## config.mk

```make
export PLATFORM = sky130hd
export DESIGN_NAME = alu_z_capture
export DESIGN_NICKNAME = d
export VERILOG_FILES = /design/src/rtl/alu_z_capture.sv
export SDC_FILE = /design/constraint.sdc
export NUM_CORES = 1
export LEC_CHECK = 0
export CAP_MARGIN = 30
export CORE_MARGIN = 4
export CORE_UTILIZATION = 48
export CTS_CLUSTER_DIAMETER = 150
export DETAILED_ROUTE_END_ITERATION = 7
export MAX_ROUTING_LAYER = met4
export PLACE_DENSITY = 0.95
export SLEW_MARGIN = 20
export SYNTH_ARGS = -nofsm -noshare
export SYNTH_HDL_FRONTEND = slang
export SYNTH_SLANG_ARGS = --single-unit
```

## constraint.sdc

```tcl
create_clock -name clk -period 4.3 [get_ports clk]
set_clock_uncertainty 0.1 [all_clocks]
set_input_delay 1.29 -clock clk [delete_from_list [all_inputs] [get_ports clk]]
set_output_delay 1.29 -clock clk [all_outputs]
set_load 0.02 [all_outputs]
```

## src/rtl/alu_z_capture.sv

```systemverilog
// Z register stage after the ALU: waits a per-opcode settle time, captures the 64-bit
// result, and serves ZLO/ZHI onto the bus. Optional flags via `ZREG_FLAGS_EN.
module alu_z_capture #(
    parameter int FAST_CYCLES = 1,
    parameter int SLOW_CYCLES = 4,
    parameter int CW          = 3
) (
    input  logic        clk,
    input  logic        rst,
    input  logic        start,
    input  logic [4:0]  op_select,
    input  logic [63:0] alu_result,
    input  logic        rd_lo,
    input  logic        rd_hi,
    output logic        busy,
    output logic        z_valid,
    output logic [31:0] bus_out,
    output logic        bus_en
`ifdef ZREG_FLAGS_EN
    ,
    output logic        flag_z,
    output logic        flag_n
`endif
);

    localparam logic [4:0]    OP_MUL   = 5'b01111;
    localparam logic [4:0]    OP_DIV   = 5'b10000;
    localparam logic [CW-1:0] FAST_CNT = CW'(FAST_CYCLES);
    localparam logic [CW-1:0] SLOW_CNT = CW'(SLOW_CYCLES);
    localparam logic [CW-1:0] CNT_ONE  = CW'(1);

    typedef enum logic [1:0] {
        IDLE   = 2'd0,
        SETTLE = 2'd1,
        VALID  = 2'd2
    } state_t;

    state_t        state_q, state_d;
    logic [CW-1:0] cnt_q, cnt_d;
    logic [63:0]   z_q, z_d;
    logic          lo_done_q, lo_done_d;
    logic          hi_done_q, hi_done_d;
    logic          capture;

    always_comb begin
        state_d   = state_q;
        cnt_d     = cnt_q;
        z_d       = z_q;
        lo_done_d = lo_done_q;
        hi_done_d = hi_done_q;
        capture   = 1'b0;
        case (state_q)
            IDLE: begin
                if (start) begin
                    cnt_d   = (op_select == OP_MUL || op_select == OP_DIV) ? SLOW_CNT : FAST_CNT;
                    state_d = SETTLE;
                end
            end
            SETTLE: begin
                if (cnt_q == CNT_ONE) begin
                    capture   = 1'b1;
                    z_d       = alu_result;
                    lo_done_d = 1'b0;
                    hi_done_d = 1'b0;
                    cnt_d     = '0;
                    state_d   = VALID;
                end else begin
                    cnt_d = cnt_q - CNT_ONE;
                end
            end
            VALID: begin
                // A new start abandons whatever half has not been read yet.
                if (start) begin
                    cnt_d   = (op_select == OP_MUL || op_select == OP_DIV) ? SLOW_CNT : FAST_CNT;
                    state_d = SETTLE;
                end else begin
                    if (rd_lo)      lo_done_d = 1'b1;
                    else if (rd_hi) hi_done_d = 1'b1;
                    if (lo_done_d && hi_done_d) state_d = IDLE;
                end
            end
            default: state_d = IDLE;
        endcase
    end

    always_ff @(posedge clk) begin
        if (rst) begin
            state_q   <= IDLE;
            cnt_q     <= '0;
            z_q       <= '0;
            lo_done_q <= 1'b0;
            hi_done_q <= 1'b0;
        end else begin
            state_q   <= state_d;
            cnt_q     <= cnt_d;
            z_q       <= z_d;
            lo_done_q <= lo_done_d;
            hi_done_q <= hi_done_d;
        end
    end

    always_comb begin
        busy    = (state_q == SETTLE);
        z_valid = (state_q == VALID);
        bus_out = '0;
        bus_en  = 1'b0;
        if (state_q == VALID) begin
            if (rd_lo) begin
                bus_out = z_q[31:0];
                bus_en  = 1'b1;
            end else if (rd_hi) begin
                bus_out = z_q[63:32];
                bus_en  = 1'b1;
            end
        end
    end

`ifdef ZREG_FLAGS_EN
    // The latched opcode is only needed to choose the flag rules at capture time.
    logic [4:0] op_q, op_d;
    logic       flag_z_q, flag_z_d;
    logic       flag_n_q, flag_n_d;

    always_comb begin
        op_d     = op_q;
        flag_z_d = flag_z_q;
        flag_n_d = flag_n_q;
        if (start && (state_q == IDLE || state_q == VALID)) op_d = op_select;
        if (capture) begin
            if (op_q == OP_MUL) begin
                flag_z_d = (alu_result == 64'd0);
                flag_n_d = alu_result[63];
            end else if (op_q == OP_DIV) begin
                flag_z_d = (alu_result == 64'd0);
                flag_n_d = alu_result[31];
            end else begin
                flag_z_d = (alu_result[31:0] == 32'd0);
                flag_n_d = alu_result[31];
            end
        end
    end

    always_ff @(posedge clk) begin
        if (rst) begin
            op_q     <= '0;
            flag_z_q <= 1'b0;
            flag_n_q <= 1'b0;
        end else begin
            op_q     <= op_d;
            flag_z_q <= flag_z_d;
            flag_n_q <= flag_n_d;
        end
    end

    assign flag_z = flag_z_q;
    assign flag_n = flag_n_q;
`endif

endmodule

```

After elaboration in Yosys (flattened, before gate mapping)
Cells that the tools add are included.
Widths: inputs -> output; s select.
Storage, ports and cells
  flip-flop bits (word level): 71
  input port bits: 74
  output and inout port bits: 35
  logic and storage cells: 53
Cells by class
  add/subtract/negate cells: 1
  eq/ne operators: 10
  mux-type cells: 27
  reduce and logical (&&, ||, !) cells: 10
Operators by type and width (count)
  $mux 32: 3
  $mux 1: 13
  $mux 3: 3
  $mux 2: 4
  $pmux 2 s3: 1
  $pmux 3 s2: 1
  $reduce_and 3->1: 2
  $eq 5x4->1 const B: 1
  $eq 5x5->1 const B: 1
  $ne 2x1->1 const B: 2
  $ne 2x2->1 const B: 2
  $pmux 1 s2: 2
  $reduce_and 2->1: 2
  $reduce_bool 2->1: 2
  $eq 3x1->1 const B: 1
  $ne 3x2->1 const B: 1
  $sub 3x1->3 const B: 1
  $eq 2x1->1 const B: 1
  $eq 2x2->1 const B: 1
  $logic_not 2->1: 1
  $reduce_or 2->1: 1
  $logic_and 1x1->1: 1
  $logic_or 1x1->1: 1

Longest topological paths before layout
Gate-level depths: netlist of run 1.
  depth in word-level cells: 8
  depth in mapped cells: 8

Worst setup path before layout of run 1
No wires, ideal clock.
  kind: input port to output port
  from: input port rd_lo
  to: output port bus_out[0]
  arrival time: 2226 ps
  required time: 2910 ps
  path slack: 684 ps
  cell stages on the path: 6
  buffers on the path: 3
  cell sequence: buf_2 -> nor2b_1 -> buf_2 -> buf_2 -> a22oi_1 -> nor2_1
Between the ends
  longest elaborated chain between the ends: 2
Ends and longest elaborated chain
  from (decl): RTL line 13  | input logic rd_lo,
  $mux 32: RTL line 108  | if (rd_lo) begin
  $mux 32: RTL line 107  | if (state_q == VALID) begin
  to (decl): RTL line 17  | output logic [31:0] bus_out,
No other way between the ends.

Worst setup path in the final report of run 1
  from: input port rd_lo
  to: output port bus_en
Between the ends
  longest elaborated chain between the ends: 2
Ends and longest elaborated chain
  $mux 1: RTL line 108
  $mux 1: RTL line 107
  to (decl): RTL line 18  | output logic bus_en
No other way between the ends.

==> impl_metrics.ini, run 1 <==
[status]
outcome = finished, final reports clean

[timing]
worst_slew_pin_slew_ns = 0.720
timing.fmax_ghz = 0.236
fin_crit_ns = 4.24
slew_violations = 0
finalCritPeriodShare_pct = 98.5
postLayoutSetupSlackWorst_ns = 0.0638
slew_headroom_pct = 52.0
finalHoldViolCount = 0
setup_viol = 0
rsz0062_at_grt = no

[pwr]
leakagePower_uw = 0.00158
power_density_nw_per_um2 = 333
finalPower_uw = 1440
ir_drop_uv = 223

[grt]
grt_pass1_wl_um = 13000
antenna_found_initial = 0
gr-total-overflow = 0
grt_max_degree = 68
grt.total_usage_pct = 21.7
grt_pass1_vias = 3138

[clock_network]
cts_buffers = 9
clkTransAtPathRegs_ns = 0.07
cts.sinks = 71
clock_path_buffers = 2
h-tree-depth = 3
cts-root-buf = clkbuf_8
cts_setup_buffers = 0
hold_buffers = 0
worstSkewPairLatency_ns = 0.32
tritoncts = yes

[synth]
synth_nets = 483
ys_ff_latch = 71
syn_avg_cell_area_um2 = 7.44
synth_mux_area_share_pct = 0
synth.top_cells.by_area = dfxtp_1 47%, nand2_1 16%, a21oi_1 12%
ys_seq_area_share_pct = 47.0
yosys.area_share.simple_pct = 23.9
synth_cells = 407
yosysUniqueCellTypes = 25
synth-compound-area-share_pct = 21.5
yosysWarningCount = 0
synth_top_family_by_area = simple AND/OR/NAND/NOR gates
synth_fa_ha_area_share_pct = 0.827
synth_xor_area_share_pct = 0
synth_top_area_cell = dfxtp_1
syn_area_um2 = 3030
synth_top_cell_area_share_pct = 47.0

[detailed_routing]
vias = 3029
via_per_inst = 5.22
dr.pass1.iters = 4
route.detailed.drc = 0
avgRoutedWirePerCell_um = 13.7
antenna_left = 0
finalWirelength_um = 7930
drt_iter0_drc = 150

[critical_path]
cp_max_fo = 18
end_kind = output pin
crit_required_ns = 2.91
cp-start-kind = input pin
path_class = input pin to output pin
worstPathArrival_ns = 2.85

[layout]
fillers = 508
layout-drive-gt1-share_pct = 5.74
syn2layout_area_growth_pct = 43.3
num-nets-final = 577
layoutNonFillerInstCount = 580
antenna_cells = 0

[die]
dieWidth_um = 87.4
dieHeight_um = 87.4
core_area_um2 = 6030
start_util_pct = 50.2
io_pins = 109
dieArea_um2 = 7640
rows = 28

[job]
maxCapViolCount = 0

[place]
place_hpwl_um = 5610
gp_congestion = 0.834
dp_cells = 564
place_ws_ns = -0.123
io_buffers = 108

[worst_hold_path]
hp-class = register to register
==> cell usage after synthesis <==
cell type / count
inv_1: 4
nor2b_1: 3
nand2_1: 131
nor3b_1: 1
nor4_1: 1
nor2_1: 40
nand2b_1: 3
buf_6: 5
a22oi_1: 34
o21ai_0: 1
a221oi_1: 1
buf_4: 1
buf_1: 1
ha_1: 2
dfxtp_1: 71
o21ai_1: 1
buf_2: 11
clkbuf_1: 16
nand4bb_1: 1
nor3_1: 2
a32o_1: 1
a21oi_1: 72
o22ai_1: 1
inv_2: 2
and4b_1: 1
==> power breakdown <==
part / switching [µW] / internal (µW)
sequential: 14.2 / 681
combinational: 88.0 / 102
clock: 220 / 338
total: 323 / 1120
==> final timing paths <==
check	from	end	slack, ns	cells after the start
worst max-delay path	rd_lo	bus_en	0.06	6
worst min-delay path	z_q[33]$_SDFFE_PP0P_	z_q[33]$_SDFFE_PP0P_	0.35	2
worst max register to register	cnt_q[1]$_SDFFE_PP0P_	z_q[15]$_SDFFE_PP0P_	2.07	7
worst min register to register	z_q[33]$_SDFFE_PP0P_	z_q[33]$_SDFFE_PP0P_	0.35	2
==> registers in the layout, indices dropped and copies added, names as in the netlist <==
signal / cells
state_q: 2
lo_done_q: 1
hi_done_q: 1
cnt_q: 3
z_q: 64
==> what timing repair did <==
action                     CTS  global route
setup endpoints to repair   32             0
gates resized for setup     32             0
hold endpoints to repair     0             0
==> cells by family (layout without fill, tap and decap cells) <==
kind of cell | Yosys count | in the layout
adder cells (fa/ha/maj) | 2 | 2
buffers and inverters | 40 | 138
flip-flops | 71 | 71
AND/OR/NAND/NOR | 183 | 183
AO/OA/AOI/OAI | 111 | 111
==> final cells by class <==
class                           count  area [µm²]  share of cell area, %
Clock buffer                       11         141                   3.26
Clock inverter                      4        70.1                   1.62
Inverter                            6        22.5                  0.519
Multi-Input combinational cell    296        1430                   32.9
Sequential cell                    71        1420                   32.8
Tap cell                           75        93.8                   2.16
Timing Repair Buffer              117        1160                   26.8
==> placed cells by master, fill, tap and decap left out, drive strengths merged, types with 2 or more instances in the layout <==
master,instances
clkinv,2
o21ai,2
inv,6
clkbuf,11
a21oi,72
nor3,2
bufinv,2
clkdlybuf4s50,75
nor2,40
nand2b,3
buf,10
dlygate4sd2,32
a22oi,34
nand2,131
dfxtp,71
nor2b,3
ha,2
==> per-stage QoR <==
| stage | instance area, µm² | hold slack [ns] | TNS (ns) | utilization, % |
|---|---|---|---|---|
| 2_1_floorplan | 3030 | 0.336 | 0 | - |
| 5_1_grt | 4340 | 0.374 | 0 | 72.0 |
| 3_5_place_dp | 4140 | 0.347 | -2.62 | 68.7 |
| 3_3_place_gp | 4140 | 0.342 | -1.18 | 68.7 |
| 4_1_cts | 4310 | 0.356 | 0 | 71.5 |
| 6_report | 4340 | 0.355 | 0 | 72.0 |
==> routing by layer <==
metal | track usage (%) | vias to the layer above | routed length [µm]
met5 | - | - | 0
met4 | 10.0 | 0 | 144
met3 | 3.31 | 17 | 475
met2 | 37.5 | 115 | 3980
met1 | 24.5 | 1354 | 3330
li1 | - | 1543 | -
==> worst max-delay path, stage by stage <==
cell	delay (ns)
clkdlybuf4s50_1	0.50
buf_4	0.16
buf_12	0.15
nor2_1	0.05
nor2_1	0.08
clkdlybuf4s50_1	0.61
No activity file was read; power rests on OpenSTA's default activity.
==> run 2: changes to the inputs <==
--- a/config.mk
+++ b/config.mk
@@ -6,7 +6,6 @@
 export NUM_CORES = 1
 export LEC_CHECK = 0
 export CAP_MARGIN = 30
-export CORE_MARGIN = 4
 export CORE_UTILIZATION = 48
 export CTS_CLUSTER_DIAMETER = 150
 export DETAILED_ROUTE_END_ITERATION = 7
==> run 2 against run 1 <==
  * Critical path depth fell by 1
  * Worst hold slack improved by 0.0011 ns
  * Critical endpoint unchanged
  * First-iteration DRC count decreased by 7.3%
==> impl_metrics.ini, run 2 (synthesis results as in run 1) <==
[grt]
grt_pass1_vias = 2908
grt_max_degree = 68
grt_pass1_wl_um = 12500
grt.total_usage_pct = 25.3
antenna_found_initial = 0
gr-total-overflow = 0

[status]
outcome = finished, final reports clean

[die]
dieHeight_um = 81.4
rows = 28
core_area_um2 = 5990
dieArea_um2 = 6630
dieWidth_um = 81.4
start_util_pct = 50.5
io_pins = 109

[clock_network]
worstSkewPairLatency_ns = 0.33
clkTransAtPathRegs_ns = 0.07
cts.sinks = 71
cts_buffers = 9
tritoncts = yes
cts-root-buf = clkbuf_8
hold_buffers = 0
h-tree-depth = 3
clock_path_buffers = 2

[timing]
hold_ws_ns = 0.356
setup_viol = 0
rsz0062_at_grt = no
fin_crit_ns = 4.22
worst_slew_pin_slew_ns = 0.715
finalHoldViolCount = 0
finalCritPeriodShare_pct = 98.1
slew_violations = 0
timing.fmax_ghz = 0.237
slew_headroom_pct = 52.2
tns_ns = 0

[detailed_routing]
route.met3.wl_um = 408
drt_iter0_drc = 139
vias = 3138
dr.max_layer_used = met4
wl_met2_um = 4270
finalWirelength_um = 7970
met1Wirelength_um = 3210
avgRoutedWirePerCell_um = 13.7
via_per_inst = 5.41
route.detailed.drc = 0
antenna_left = 0
dr.pass1.iters = 5

[pwr]
ir_drop_uv = 235
switching_share_pct = 23.6
p_comb_share_pct = 13.6
clkPwrFrac_pct = 36.4
power_density_nw_per_um2 = 324
leakagePower_uw = 0.00156
sequentialPowerShare_pct = 50.0
power.switching_uw = 328
intPower_uw = 1060

[worst_hold_path]
hp-class = register to register

[layout]
layout.cells.most_common = nand2_1
num-nets-final = 576
layout-drive-gt1-share_pct = 5.54
utilization_pct = 71.6
seqCellArea_um2 = 1420
antenna_cells = 0
syn2layout_area_growth_pct = 41.6
largest_register_ff_count = 64
top_register = z_q
most-common-layout-cells = 131 x nand2_1, 75 x clkdlybuf4s50_1, 72 x a21oi_1, 71 x dfxtp_1, 39 x nor2_1
largestRegisters = z_q: 64 flops, cnt_q: 3 flops, state_q: 2 flops
fillers = 475
multiInputGateArea_um2 = 1430

[critical_path]
rr_startpoint = cnt_q[1]$_SDFFE_PP0P_
endpoint = bus_en
cp_max_fo = 19
end_kind = output pin
worstPathArrival_ns = 2.83
cp-startpoint = rd_lo
crit_required_ns = 2.91
regToRegSetupSlack_ns = 2.02
cp-start-kind = input pin
regToRegEndpoint = z_q[40]$_SDFFE_PP0P_
reg2reg_depth = 7
path_class = input pin to output pin

[place]
io_buffers = 108
place_hpwl_um = 5250
gp_congestion = 0.868

[job]
maxCapViolCount = 0
run 2: cell type report:
cell class              count  share of cell area [%]
multi-input cells         296                    33.3
flip-flops and latches     71                    33.2
repair buffers            116                    26.4
clock buffers              12                    3.39
well taps                  75                    2.19
clock inverters             4                    1.05
inverters                   6                   0.525
run 2: power groups by stage:
stage,clock network (µW),registers (µW),logic (µW)
floorplan,0,705,93.7
global placement,0,708,178
detailed placement,0,710,183
CTS,517,695,185
global route,546,697,206
finish,506,695,189
run 2: worst min path at each step:
stage	start	endpoint	depth (start not counted)
final	z_q[41]$_SDFFE_PP0P_	z_q[41]$_SDFFE_PP0P_	2
after global routing	z_q[41]$_SDFFE_PP0P_	z_q[41]$_SDFFE_PP0P_	2
after CTS	z_q[39]$_SDFFE_PP0P_	z_q[39]$_SDFFE_PP0P_	2
after detailed placement	z_q[62]$_SDFFE_PP0P_	z_q[62]$_SDFFE_PP0P_	2
after global placement	z_q[3]$_SDFFE_PP0P_	z_q[3]$_SDFFE_PP0P_	2
after floorplan	z_q[32]$_SDFFE_PP0P_	z_q[32]$_SDFFE_PP0P_	2
run 2: worst max-delay path: stages:
cell             delay, ns
clkdlybuf4s50_1       0.53
buf_6                 0.21
nor2_1                0.07
nor2_1                0.10
clkdlybuf4s50_1       0.63
run 2: stage by stage:
step	power, µW	worst slack [ns]	instance area, µm²	std cells
3_3_place_gp	886	-0.0702	4110	563
6_report	1390	0.0805	4290	580
3_5_place_dp	893	-0.102	4110	563
2_1_floorplan	799	0.684	3030	407
5_1_grt	1450	0.0227	4290	580
4_1_cts	1400	0.0549	4260	579
run 2: routing by layer:
layer	up-vias	GRT usage, %
li1	1542	-
met1	1481	27.4
met2	106	44.6
met3	9	4.49
met4	0	11.3
met5	-	-
run 2: what timing repair did:
action | 4_1_cts | 5_1_grt
gates resized for setup | 32 | 1
endpoints found under the hold margin | 0 | 0
buffers inserted | 0 | 0
setup endpoints to repair | 32 | 1
==> run 3: changes to the inputs <==
--- a/config.mk
+++ b/config.mk
@@ -5,8 +5,9 @@
 export SDC_FILE = /design/constraint.sdc
 export NUM_CORES = 1
 export LEC_CHECK = 0
+export ABC_AREA = 1
 export CAP_MARGIN = 30
-export CORE_UTILIZATION = 48
+export CORE_UTILIZATION = 49
 export CTS_CLUSTER_DIAMETER = 150
 export DETAILED_ROUTE_END_ITERATION = 7
 export MAX_ROUTING_LAYER = met4
==> run 3 against run 2 <==
  * Non-clock buffer count decreased by 4
  * Setup slack gained 0.063 ns
  * Synthesized area grew 3.8%
  * Maximum frequency grew 1.5%
  * Sequential share of layout area fell by 0.22 points
  * Cell count increased by 7.1%
  * Sequential cell count unchanged
  * Largest cell class unchanged
  * Highest routed layer unchanged
==> impl_metrics.ini, run 3 <==
[die]
dieWidth_um = 82.1
dieHeight_um = 82.1
core_area_um2 = 6060
rows = 28
dieArea_um2 = 6730
start_util_pct = 51.8
io_pins = 109

[clock_network]
cts.sinks = 71
cts-root-buf = clkbuf_8
clock_path_buffers = 2
tritoncts = yes
cts_buffers = 9
worstSkewPairLatency_ns = 0.33
h-tree-depth = 3
clkTransAtPathRegs_ns = 0.07
cts_setup_buffers = 0

[timing]
finalCritPeriodShare_pct = 96.7
tns_ns = 0
slew_headroom_pct = 37.1
timing.fmax_ghz = 0.241
rsz0062_at_grt = no
worst_slew_pin_slew_ns = 0.944
postLayoutSetupSlackWorst_ns = 0.143
finalHoldViolCount = 0
fin_crit_ns = 4.16
setup_viol = 0
slew_violations = 0

[layout]
num-nets-final = 617
largest_register_ff_count = 64
antenna_cells = 0
most-common-layout-cells = 138 x nor2_1, 77 x nand2_1, 76 x clkdlybuf4s50_1, 71 x dfxtp_1, 51 x o21ai_1
utilization_pct = 71.2
top_register = z_q
syn2layout_area_growth_pct = 37.4
layout.cells.most_common = nor2_1
layoutNonFillerInstCount = 621
layout-drive-gt1-share_pct = 4.95
largestRegisters = z_q: 64 flops, cnt_q: 3 flops, state_q: 2 flops

[pwr]
p_comb_share_pct = 15.7
sequentialPowerShare_pct = 48.1
clkPwrFrac_pct = 36.2
ir_drop_uv = 208
intPower_uw = 1130
leakagePower_uw = 0.00170
power.switching_uw = 380
power_density_nw_per_um2 = 351
switching_share_pct = 25.1

[critical_path]
path_cells = clkdlybuf4s50_1 -> nor2_4 -> buf_12 -> nand2_1 -> a21oi_1 -> dlygate4sd2_1
worstPathArrival_ns = 2.77
cpMaxStageDelayCell = clkdlybuf4s50_1
reg2reg_depth = 8
crit_required_ns = 2.91
cp-start-kind = input pin
cp_slowest_stage_delay_ns = 0.50
cp_max_fo = 34
end_kind = output pin
path_class = input pin to output pin

[grt]
grt_pass1_vias = 3005
grt.total_usage_pct = 26.0
grt_pass1_wl_um = 13000
gr-total-overflow = 0
grt_max_degree = 68
antenna_found_initial = 0

[detailed_routing]
wl_met2_um = 4190
met1Wirelength_um = 3280
dr.max_layer_used = met4
finalWirelength_um = 7960
drt_iter0_drc = 185
route.detailed.drc = 0
avgRoutedWirePerCell_um = 12.8
vias = 3158
route.met3.wl_um = 385
dr.pass1.iters = 4
via_per_inst = 5.09
antenna_left = 0

[synth]
synth_enable_flop_cells = 0
synth.top_cells.by_area = dfxtp_1 45%, nor2_1 16%, nand2_1 9.2%
yosysUniqueCellTypes = 23
synth_top_area_cell = dfxtp_1
synth_nets = 524
syn_avg_cell_area_um2 = 7.01
yosys-top-cells-count = 138 x nor2_1, 77 x nand2_1, 71 x dfxtp_1
synth_cells = 448
ys_ff_latch = 71
syn_area_um2 = 3140
ys_seq_area_share_pct = 45.3
ys.flop_type = dfxtp_1
async_flop_share_pct = 0
yosysWarningCount = 0
synth_most_common_cell = nor2_1
synth_top_cell_area_share_pct = 45.3

[place]
place_hpwl_um = 5410
io_buffers = 108
gp_congestion = 0.750
dp_cells = 605
place_ws_ns = -0.162

[status]
outcome = finished, final reports clean

[job]
maxCapViolCount = 0

[worst_hold_path]
whs_path_depth = 2
hp-class = register to register
[run 3: logic make-up (layout without fill, tap and decap cells)]
family	after synthesis	after routing	synth area share (%)
AOI/OAI and AO/OA	111	111	17.9
xor gates and xnor gates	1	1	0.279
adders and majority gates	2	2	0.797
buffers and inverters	42	140	8.25
DFF	71	71	45.3
and+or+nand+nor	221	221	27.5
[run 3: repair_timing]
action                                  CTS  global route
gates resized for setup                  32             0
hold buffers                              0             0
endpoints found under the setup margin   32             0
[run 3: metal layers]
metal	GRT usage, %	vias to the layer above
li1	-	1612
met1	28.9	1434
met2	46.4	102
met3	4.67	10
met4	9.12	0
met5	-	-
[run 3: final timing paths]
path	start	endpoint	slack, ns
setup / recovery	rd_lo	bus_out[23]	0.14
setup reg to reg	cnt_q[1]$_SDFFE_PP0P_	z_q[60]$_SDFFE_PP0P_	2.01
hold / removal	cnt_q[1]$_SDFFE_PP0P_	cnt_q[1]$_SDFFE_PP0P_	0.37
hold reg to reg	cnt_q[1]$_SDFFE_PP0P_	cnt_q[1]$_SDFFE_PP0P_	0.37
[run 3: area by class of cell]
cell class / count / area [µm²]
fill: 508 / 1750
multi-input combinational: 335 / 1460
sequential: 71 / 1420
timing repair buffer: 112 / 1080
clock buffer: 13 / 169
tap: 75 / 93.8
inverter: 12 / 47.5
clock inverter: 3 / 40.0
[run 3: through the flow]
stage | power [µW] | cell area (µm²) | hold WS [ns]
detailed placement | 978 | 4150 | 0.360
finish | 1510 | 4320 | 0.367
global route | 1590 | 4320 | 0.410
floorplan | 883 | 3140 | 0.333
CTS | 1520 | 4320 | 0.370
global placement | 965 | 4150 | 0.349
[run 3: worst max-delay path: cells and delay by family]
family,cells,cell delay (ns)
compound gates,1,0.15
simple gates,2,0.24
buf+inv,3,1.07
[run 3: power by group through the flow]
stage	clock network, µW	registers, µW	logic [µW]
finish	549	727	238
global route	594	733	266
CTS	557	727	238
detailed placement	0	742	236
global placement	0	739	226
floorplan	0	736	147
